## config.mk

```make
export PLATFORM = sky130hd
export DESIGN_NAME = iter_divider
export DESIGN_NICKNAME = d
export VERILOG_FILES = /design/src/rtl/iter_divider.sv
export SDC_FILE = /design/constraint.sdc
export NUM_CORES = 1
export LEC_CHECK = 0
export BUFFER_PORTS_ARGS = -buffer_cell sky130_fd_sc_hd__buf_2
export CORE_ASPECT_RATIO = 1.25
export CORE_MARGIN = 4
export CORE_UTILIZATION = 65
export DETAILED_ROUTE_END_ITERATION = 8
export GPL_TIMING_DRIVEN = 0
export HOLD_SLACK_MARGIN = 0.08
export MAX_ROUTING_LAYER = met4
export PLACE_DENSITY = 0.85
export SETUP_SLACK_MARGIN = 0.02
export SLEW_MARGIN = 20
export SYNTH_ARGS = -nofsm -noshare
export SYNTH_HDL_FRONTEND = slang
export SYNTH_SLANG_ARGS = --single-unit
```

## constraint.sdc

```tcl
create_clock -name clk_i -period 12.96 [get_ports clk_i]
set_clock_uncertainty 0.15 [all_clocks]
set_input_delay 0.648 -clock clk_i [delete_from_list [all_inputs] [get_ports clk_i]]
set_output_delay 0.648 -clock clk_i [all_outputs]
set_load 0.01 [all_outputs]
```

## src/rtl/iter_divider.sv

```systemverilog
// Multi-cycle restoring shift-subtract divider (one quotient bit per clock), RISC-V M semantics.
// Optional macro ITER_DIVIDER_EARLY_EXIT_EN skips leading-zero dividend bits to shorten latency.
module iter_divider #(
    parameter int WIDTH = 32
) (
    input  logic             clk_i,
    input  logic             rst_i,
    input  logic             start_i,
    input  logic             signed_i,
    input  logic [WIDTH-1:0] data0_i,
    input  logic [WIDTH-1:0] data1_i,
    output logic             busy_o,
    output logic             valid_o,
    output logic [WIDTH-1:0] quotient_o,
    output logic [WIDTH-1:0] remainder_o
);
    typedef enum logic [1:0] {IDLE, CALC, DONE} state_t;

    localparam int             CW       = $clog2(WIDTH + 1);
    localparam logic [CW-1:0]  CNT_INIT = CW'(WIDTH);
    localparam logic [WIDTH-1:0] MIN_NEG = {1'b1, {(WIDTH-1){1'b0}}};

    state_t           state_q, state_d;
    logic [CW-1:0]    cnt_q, cnt_d;
    logic [WIDTH-1:0] rem_q, rem_d;    // partial remainder
    logic [WIDTH-1:0] quo_q, quo_d;    // dividend bits shift out, quotient bits shift in
    logic [WIDTH-1:0] div_q, div_d;
    logic [WIDTH-1:0] quot_q, quot_d;
    logic [WIDTH-1:0] remo_q, remo_d;
    logic             qneg_q, qneg_d;
    logic             rneg_q, rneg_d;

    logic [WIDTH-1:0] abs0, abs1;
    logic             div_zero, ovf;
    logic [WIDTH:0]   rem_sh, trial;
    logic             q_bit;
    logic [WIDTH-1:0] rem_nx, quo_nx;

`ifdef ITER_DIVIDER_EARLY_EXIT_EN
    function automatic logic [CW-1:0] lzc(input logic [WIDTH-1:0] v);
        lzc = CNT_INIT;
        for (int i = 0; i < WIDTH; i++) begin
            if (v[i]) lzc = CW'(WIDTH - 1 - i);
        end
    endfunction

    logic [CW-1:0] lz;
    assign lz = lzc(abs0);
`endif

    assign abs0     = (signed_i && data0_i[WIDTH-1]) ? -data0_i : data0_i;
    assign abs1     = (signed_i && data1_i[WIDTH-1]) ? -data1_i : data1_i;
    assign div_zero = (data1_i == '0);
    assign ovf      = signed_i && (data0_i == MIN_NEG) && (data1_i == '1);

    // One extra bit on the trial subtract: its MSB is the borrow that decides the quotient bit.
    assign rem_sh = {rem_q, quo_q[WIDTH-1]};
    assign trial  = rem_sh - {1'b0, div_q};
    assign q_bit  = ~trial[WIDTH];
    assign rem_nx = q_bit ? trial[WIDTH-1:0] : rem_sh[WIDTH-1:0];
    assign quo_nx = {quo_q[WIDTH-2:0], q_bit};

    always_comb begin
        state_d = state_q;
        cnt_d   = cnt_q;
        rem_d   = rem_q;
        quo_d   = quo_q;
        div_d   = div_q;
        quot_d  = quot_q;
        remo_d  = remo_q;
        qneg_d  = qneg_q;
        rneg_d  = rneg_q;
        case (state_q)
            IDLE, DONE: begin
                state_d = IDLE;
                if (start_i) begin
                    if (div_zero) begin
                        quot_d  = '1;
                        remo_d  = data0_i;
                        state_d = DONE;
                    end else if (ovf) begin
                        quot_d  = MIN_NEG;
                        remo_d  = '0;
                        state_d = DONE;
                    end
`ifdef ITER_DIVIDER_EARLY_EXIT_EN
                    else if (abs0 == '0) begin
                        quot_d  = '0;
                        remo_d  = '0;
                        state_d = DONE;
                    end
`endif
                    else begin
                        rem_d   = '0;
`ifdef ITER_DIVIDER_EARLY_EXIT_EN
                        quo_d   = abs0 << lz;
                        cnt_d   = CNT_INIT - lz;
`else
                        quo_d   = abs0;
                        cnt_d   = CNT_INIT;
`endif
                        div_d   = abs1;
                        qneg_d  = signed_i & (data0_i[WIDTH-1] ^ data1_i[WIDTH-1]);
                        rneg_d  = signed_i & data0_i[WIDTH-1];
                        state_d = CALC;
                    end
                end
            end
            CALC: begin
                rem_d = rem_nx;
                quo_d = quo_nx;
                cnt_d = cnt_q - 1'b1;
                if (cnt_q == 1) begin
                    quot_d  = qneg_q ? -quo_nx : quo_nx;
                    remo_d  = rneg_q ? -rem_nx : rem_nx;
                    state_d = DONE;
                end
            end
            default: state_d = IDLE;
        endcase
    end

    always_ff @(posedge clk_i or posedge rst_i) begin
        if (rst_i) begin
            state_q <= IDLE;
            cnt_q   <= '0;
            rem_q   <= '0;
            quo_q   <= '0;
            div_q   <= '0;
            quot_q  <= '0;
            remo_q  <= '0;
            qneg_q  <= 1'b0;
            rneg_q  <= 1'b0;
        end else begin
            state_q <= state_d;
            cnt_q   <= cnt_d;
            rem_q   <= rem_d;
            quo_q   <= quo_d;
            div_q   <= div_d;
            quot_q  <= quot_d;
            remo_q  <= remo_d;
            qneg_q  <= qneg_d;
            rneg_q  <= rneg_d;
        end
    end

    assign busy_o      = (state_q == CALC);
    assign valid_o     = (state_q == DONE);
    assign quotient_o  = quot_q;
    assign remainder_o = remo_q;
endmodule

```

==> results of run 1 <==
==> layer usage <==
layer / wire (µm) / share of wire, %
met3: 2930 / 7.1
met1: 15300 / 37
met5: 0 / 0
met2: 20400 / 49
met4: 2590 / 6.3
==> cell type report <==
class                   instances  area share, %
inverters                      63           1.68
well taps                     265           2.29
plain buffers                  98           2.99
clock buffers                  18           3.03
repair buffers                134           4.79
multi-input cells            1312           54.9
clock inverters                14           1.01
flip-flops and latches        170           29.3
==> stage by stage <==
| step | std cells | util (%) |
|---|---|---|
| floorplan | 1643 | - |
| global placement | 2040 | 71.3 |
| detailed placement | 2042 | 71.5 |
| CTS | 2074 | 74.5 |
| global route | 2074 | 74.5 |
| finish | 2074 | 74.5 |
==> worst max path at each step <==
| stage | depth (start not counted) | endpoint | from | slack, ns |
|---|---|---|---|---|
| floorplan | 26 | remainder_o[26]$_DFFE_PP0P_ | quo_q[31]$_DFFE_PP0P_ | 7.21 |
| global placement | 26 | remainder_o[26]$_DFFE_PP0P_ | quo_q[31]$_DFFE_PP0P_ | 5.33 |
| detailed placement | 26 | remainder_o[26]$_DFFE_PP0P_ | quo_q[31]$_DFFE_PP0P_ | 5.30 |
| CTS | 26 | remainder_o[26]$_DFFE_PP0P_ | quo_q[31]$_DFFE_PP0P_ | 5.27 |
| global route | 26 | remainder_o[26]$_DFFE_PP0P_ | quo_q[31]$_DFFE_PP0P_ | 4.84 |
| finish | 26 | remainder_o[26]$_DFFE_PP0P_ | quo_q[31]$_DFFE_PP0P_ | 5.10 |
==> sequential cells by signal (all words and copies together) (netlist names), 2 cells and up <==
signal and cells:
div_q 32, quo_q 32, quotient_o 32, rem_q 32, remainder_o 32, cnt_q 6, state_q 2
==> critical path, cell delays in order, from the launching register on <==
cell and delay [ns]:
dfrtp_1 0.49, inv_1 0.10, ha_1 0.19, inv_1 0.06, fa_1 0.41, a211oi_2 0.35, o211a_1 0.30, o22ai_2 0.16
o211ai_1 0.29, and4b_1 0.28, buf_2 0.28, nor2_4 0.10, inv_2 0.25, buf_2 0.37, buf_1 0.54, nor2_1 0.09
a21oi_1 0.19, ha_1 0.30, nand3b_1 0.16, or4b_2 0.70, or3_1 0.41, nor3_1 0.18, a32oi_1 0.13, nand2b_1 0.23
and2_1 0.18, a2111oi_0 0.73, o21ai_1 0.11
==> logic make-up after synthesis <==
family / share of synthesized area (%)
and+or+nand+nor: 22.3
muxes: 1.97
xor gates and xnor gates: 9.65
DFF: 33.0
buffers and inverters: 5.21
AOI/OAI and AO/OA: 23.9
adders and majority gates: 3.94
==> synth_stat cells (all sizes together) (5+ instances only) <==
library cell,number
o21a,15
xnor2,83
and4,5
mux2i,22
inv,61
o21ai,219
o211ai,21
and3,18
nand2,189
nand4,15
a211oi,17
nand2b,15
xor2,59
nor2b,5
o31ai,21
buf,35
ha,39
nor3,42
or4,9
nand3,58
and2,10
nor2,158
dfrtp,170
a21oi,118
clkbuf,63
or2,6
o22ai,11
a21o,8
a221oi,7
or3,24
nor4,24
a31oi,12
o41ai,10
==> metrics, run 1 <==
status completed; footprint of the multi-input gates 0.00796 mm²; Crit path required time approximately 13 ns; post-layout min period 7.86 ns; gr busiest metal met2; cell count after synthesis 1643; CTS clk-pin slew, worst paths 0.08 ns; Hold Vio Cnt, Final 0; Detail Route Antenna Nets 0; routing usage on met3 between 4 and 5%; postcts setup bufs 0; # rows 57; MaxCap Viol Count 0; chip width 134 µm; Yosys top cell area share between 30% and 40%; GR Util met2 67.2%; Pre-antenna DRT Iters 6; commonest non-fill, non-tap cell in the layout o21ai_0; CTS tree done; syn_nets 1751; fillers between 1500 and 2000; Syn Std Cell Area 0.0129 mm²; number of synthesized flops with an enable pin 0; initial antenna violation count 0; Total GRT Usage 38.6%; largest net degree at the start of global routing 101; top cells by area, synth dfrtp_1 33%, o21ai_0 7.5%, xnor2_1 5.6%; Worst-Skew Late Latency 0.44 ns; Worst setup SP type flip-flop; worst-margin pin slew between 1 and 1.5 ns; critical path peak fanout 10; Tcrit/Tclk final between 60% and 70%; ys flop type dfrtp_1; WL/cell approximately 20 µm; RSZ-0062 raised after global routing false; FMAX 127 MHz; # port buffers 132; first-pass GRT wire length 65800 µm; Starting Density approximately two thirds; setup violators final 0; Reg2Reg Setup Slack between 5 and 6 ns; final instance area 0.0145 mm²; Sequential Area around 0.0043 mm²; Hold Crit Class input pin to asynchronous set/reset pin; synth-to-layout area growth 12.6%; clk buf depth 2; Hold WS 0.180 ns; ANT cells 0; r2r worst-path depth 26; TritonCTS Buffers 17; Synth async-reset ratio 100%; Yosys reg bits 170; max-slew violations 0; worst slack, placed 5.30 ns; Setup WS post-layout 5.10 ns; GR Util met1 43.3%; WP data arrival roughly 8 ns; Die Span Y 165 µm; CTS resizes 0; clk sink count 170; hold buffer count at cts 0; DR vias roughly 13000; # DRC 0; nets 1904; num ports 134; Routed WL just over 40000 µm; share of cells above drive strength 1 13.2%; Synth area leader dfrtp_1; syn avg cell area 7.84 µm²; post-DP HPWL 32300 µm; initial drt markers 1106; Congestion Overflow GR 0; Via density roughly 6.4; setup TNS 0 ns; YS warnings 0; r2r endpoint remainder_o[26]$_DFFE_PP0P_; most frequent cells in the layout 193 x o21ai_0, 189 x nand2_1, 170 x dfrtp_1, 160 x buf_2, 153 x nor2_1; Die Area ~0.022 mm²; source of the worst register-to-register timing path quo_q[31]$_DFFE_PP0P_; CP endpoint kind flip-flop; core area 0.0195 mm²; routability-driven placement congestion ratio 0.994; CTS H-tree lvls 4; Slew HR 29.6%; CTS root buf clkbuf_16; Post-Place Cell Area 0.0139 mm²; post-synth cell types 85; post-synthesis sequential area ratio 33.0%; vias in the first global route approximately 13000; Worst Path Class, Setup flip-flop to flip-flop
Power of run 1 is not shown: default switching activity piles up to over one toggle a cycle in this logic, so the estimate is an artifact.
==> inputs of run 2 (changes only) <==
Settings changed: CORE_UTILIZATION 65 to 55, PLACE_DENSITY 0.85 to 0.76.
Clock period 12.96 ns to 6.7 ns, I/O delays scaled along.
==> metrics, run 2 (synthesis results as in run 1) <==
setup violators final 0 (unchanged); largest net degree at the start of global routing 97 (-4.0%); CTS tree done; top sig layer met4; first-pass GRT wire length 65800 µm (unchanged); Detail Route Antenna Nets 0 (unchanged); chip width 145 µm (+8.2%); Worst Path Class, Setup flip-flop to flip-flop; Slew HR 33.2% (+3.6 points); clk buf depth 2 (unchanged); status completed; DR vias 12800 (-2.8%); Tcrit/Tclk final 95.9% (+35 points); Via density 6.06 (-4.8%); Die Area 0.0260 mm² (+17%); num ports 134 (unchanged); worst hold stages 4; RSZ-0062 raised after global routing false; Worst-Skew Late Latency 0.45 ns (about the same); met2 wire length 20800 µm (+1.9%); routed wl met3 2340 µm (-20%); FMAX 156 MHz (+22%); share of cells above drive strength 1 13.4% (+0.20 points); worst-margin pin slew 0.987 ns (-0.0612 ns); vias in the first global route 12600 (-1.3%); post-DP HPWL 32800 µm (+1.6%); initial antenna violation count 1 (+1); routability-driven placement congestion ratio 1.02 (+2.3%); most frequent cells in the layout 193 x o21ai_0, 189 x nand2_1, 169 x dfrtp_1, 158 x buf_2, 153 x nor2_1; Post-Place Cell Area 0.0140 mm² (+0.23%); CTS H-tree lvls 4 (unchanged); synth-to-layout area growth 14.8%; nets 1922 (+0.95%); fin util 64.2% (-10 points); commonest non-fill, non-tap cell in the layout o21ai_0; Total GRT Usage 33.5% (-5.1 points); WL/cell 19.9 µm (+0.42%); critical path peak fanout 10 (unchanged); r2r worst-path depth 24 (-7.7%); # DRC 0 (unchanged); CTS clk-pin slew, worst paths 0.07 ns (about the same); # rows 62 (+8.8%); CTS root buf clkbuf_16; TritonCTS Buffers 17 (unchanged); post-layout min period 6.43 ns (-1.44 ns); Starting Density 55.9% (-10 points); Routed WL 42200 µm (+2.5%); core area 0.0230 mm² (+18%); clk sink count 170 (unchanged); wl on met1 16800 µm (+9.8%); Worst setup SP type flip-flop; Hold Crit Class input pin to flip-flop; initial drt markers 1021 (-7.7%); CP endpoint kind flip-flop; Congestion Overflow GR 0 (unchanged); Placed Instances 2065 (+1.1%); setup TNS 0 ns (unchanged); Pre-antenna DRT Iters 5 (-1); WP data arrival 6.59 ns (-1.43 ns); fillers 2092 (+32%); Hold Vio Cnt, Final 0 (unchanged); max-slew violations 0 (unchanged); MaxCap Viol Count 0 (unchanged); fin cells 2117 (+2.1%); final instance area 0.0148 mm² (+1.9%); Crit path required time 6.87 ns (-6.24 ns); # port buffers 132 (unchanged); Die Span Y 179 µm (+8.3%)
## run 2: repair_timing
action	in CTS	in global routing
setup buffers	0	1
hold buffers	18	0
gates resized for setup	9	8
pin swaps	0	3
hold endpoints to repair	112	0
endpoints found under the setup margin	5	2
## run 2: critical path, stage by stage (launching register included)
cell and delay [ns]:
dfrtp_2 0.49, inv_1 0.09, ha_1 0.19, inv_1 0.06
fa_1 0.44, a211oi_4 0.31, o211a_1 0.27, o22ai_2 0.15
o211ai_1 0.32, o21ai_4 0.20, nor2_4 0.22, inv_4 0.12
buf_6 0.17, buf_2 0.24, a21oi_2 0.21, ha_2 0.25
nand3b_1 0.14, or4b_2 0.69, or3_1 0.43, nor3_1 0.15
a32oi_1 0.13, nand2b_1 0.21, and2_1 0.19, a2111oi_4 0.37
o21ai_1 0.09
## run 2: layer usage
layer  track usage [%]  up-vias
met5                 -        -
met4              18.6        0
met3              4.54      136
met2              56.4      458
met1              38.2     6011
li1                  -     6232
## run 2: final cells by class
cell class              instances  area, µm²  share of cell area (%)
clock buffers                  20        457                    3.09
diodes                          2       5.00                  0.0338
repair buffers                153        887                    6.00
well taps                     288        360                    2.44
flip-flops and latches        170       4260                    28.8
inverters                      63        246                    1.67
clock inverters                12        118                   0.795
plain buffers                  97        447                    3.02
multi-input cells            1312       8020                    54.2
## run 2: worst paths after layout
check                                           start                          end  slack (ns)
setup / recovery                quo_q[31]$_DFFE_PP0P_  remainder_o[26]$_DFFE_PP0P_        0.27
hold / removal                             data1_i[3]         div_q[3]$_DFFE_PP0P_        0.08
setup reg to reg                quo_q[31]$_DFFE_PP0P_  remainder_o[26]$_DFFE_PP0P_        0.27
hold reg to reg            quotient_o[16]$_DFFE_PP0P_   quotient_o[16]$_DFFE_PP0P_        0.32
max in group asynchronous                       rst_i        rem_q[30]$_DFFE_PP0P_        5.19
min in group asynchronous                       rst_i    quotient_o[3]$_DFFE_PP0P_        0.40
## run 2: through the flow
| step | hold WS, ns | worst slack [ns] |
|---|---|---|
| 2_1_floorplan | 0.304 | 0.955 |
| 3_3_place_gp | 0.306 | -0.859 |
| 3_5_place_dp | 0.315 | -0.786 |
| 4_1_cts | 0.0804 | 0.0972 |
| 5_1_grt | 0.102 | 0.0293 |
| 6_report | 0.0845 | 0.273 |
Power of run 2 is left out for the same reason.
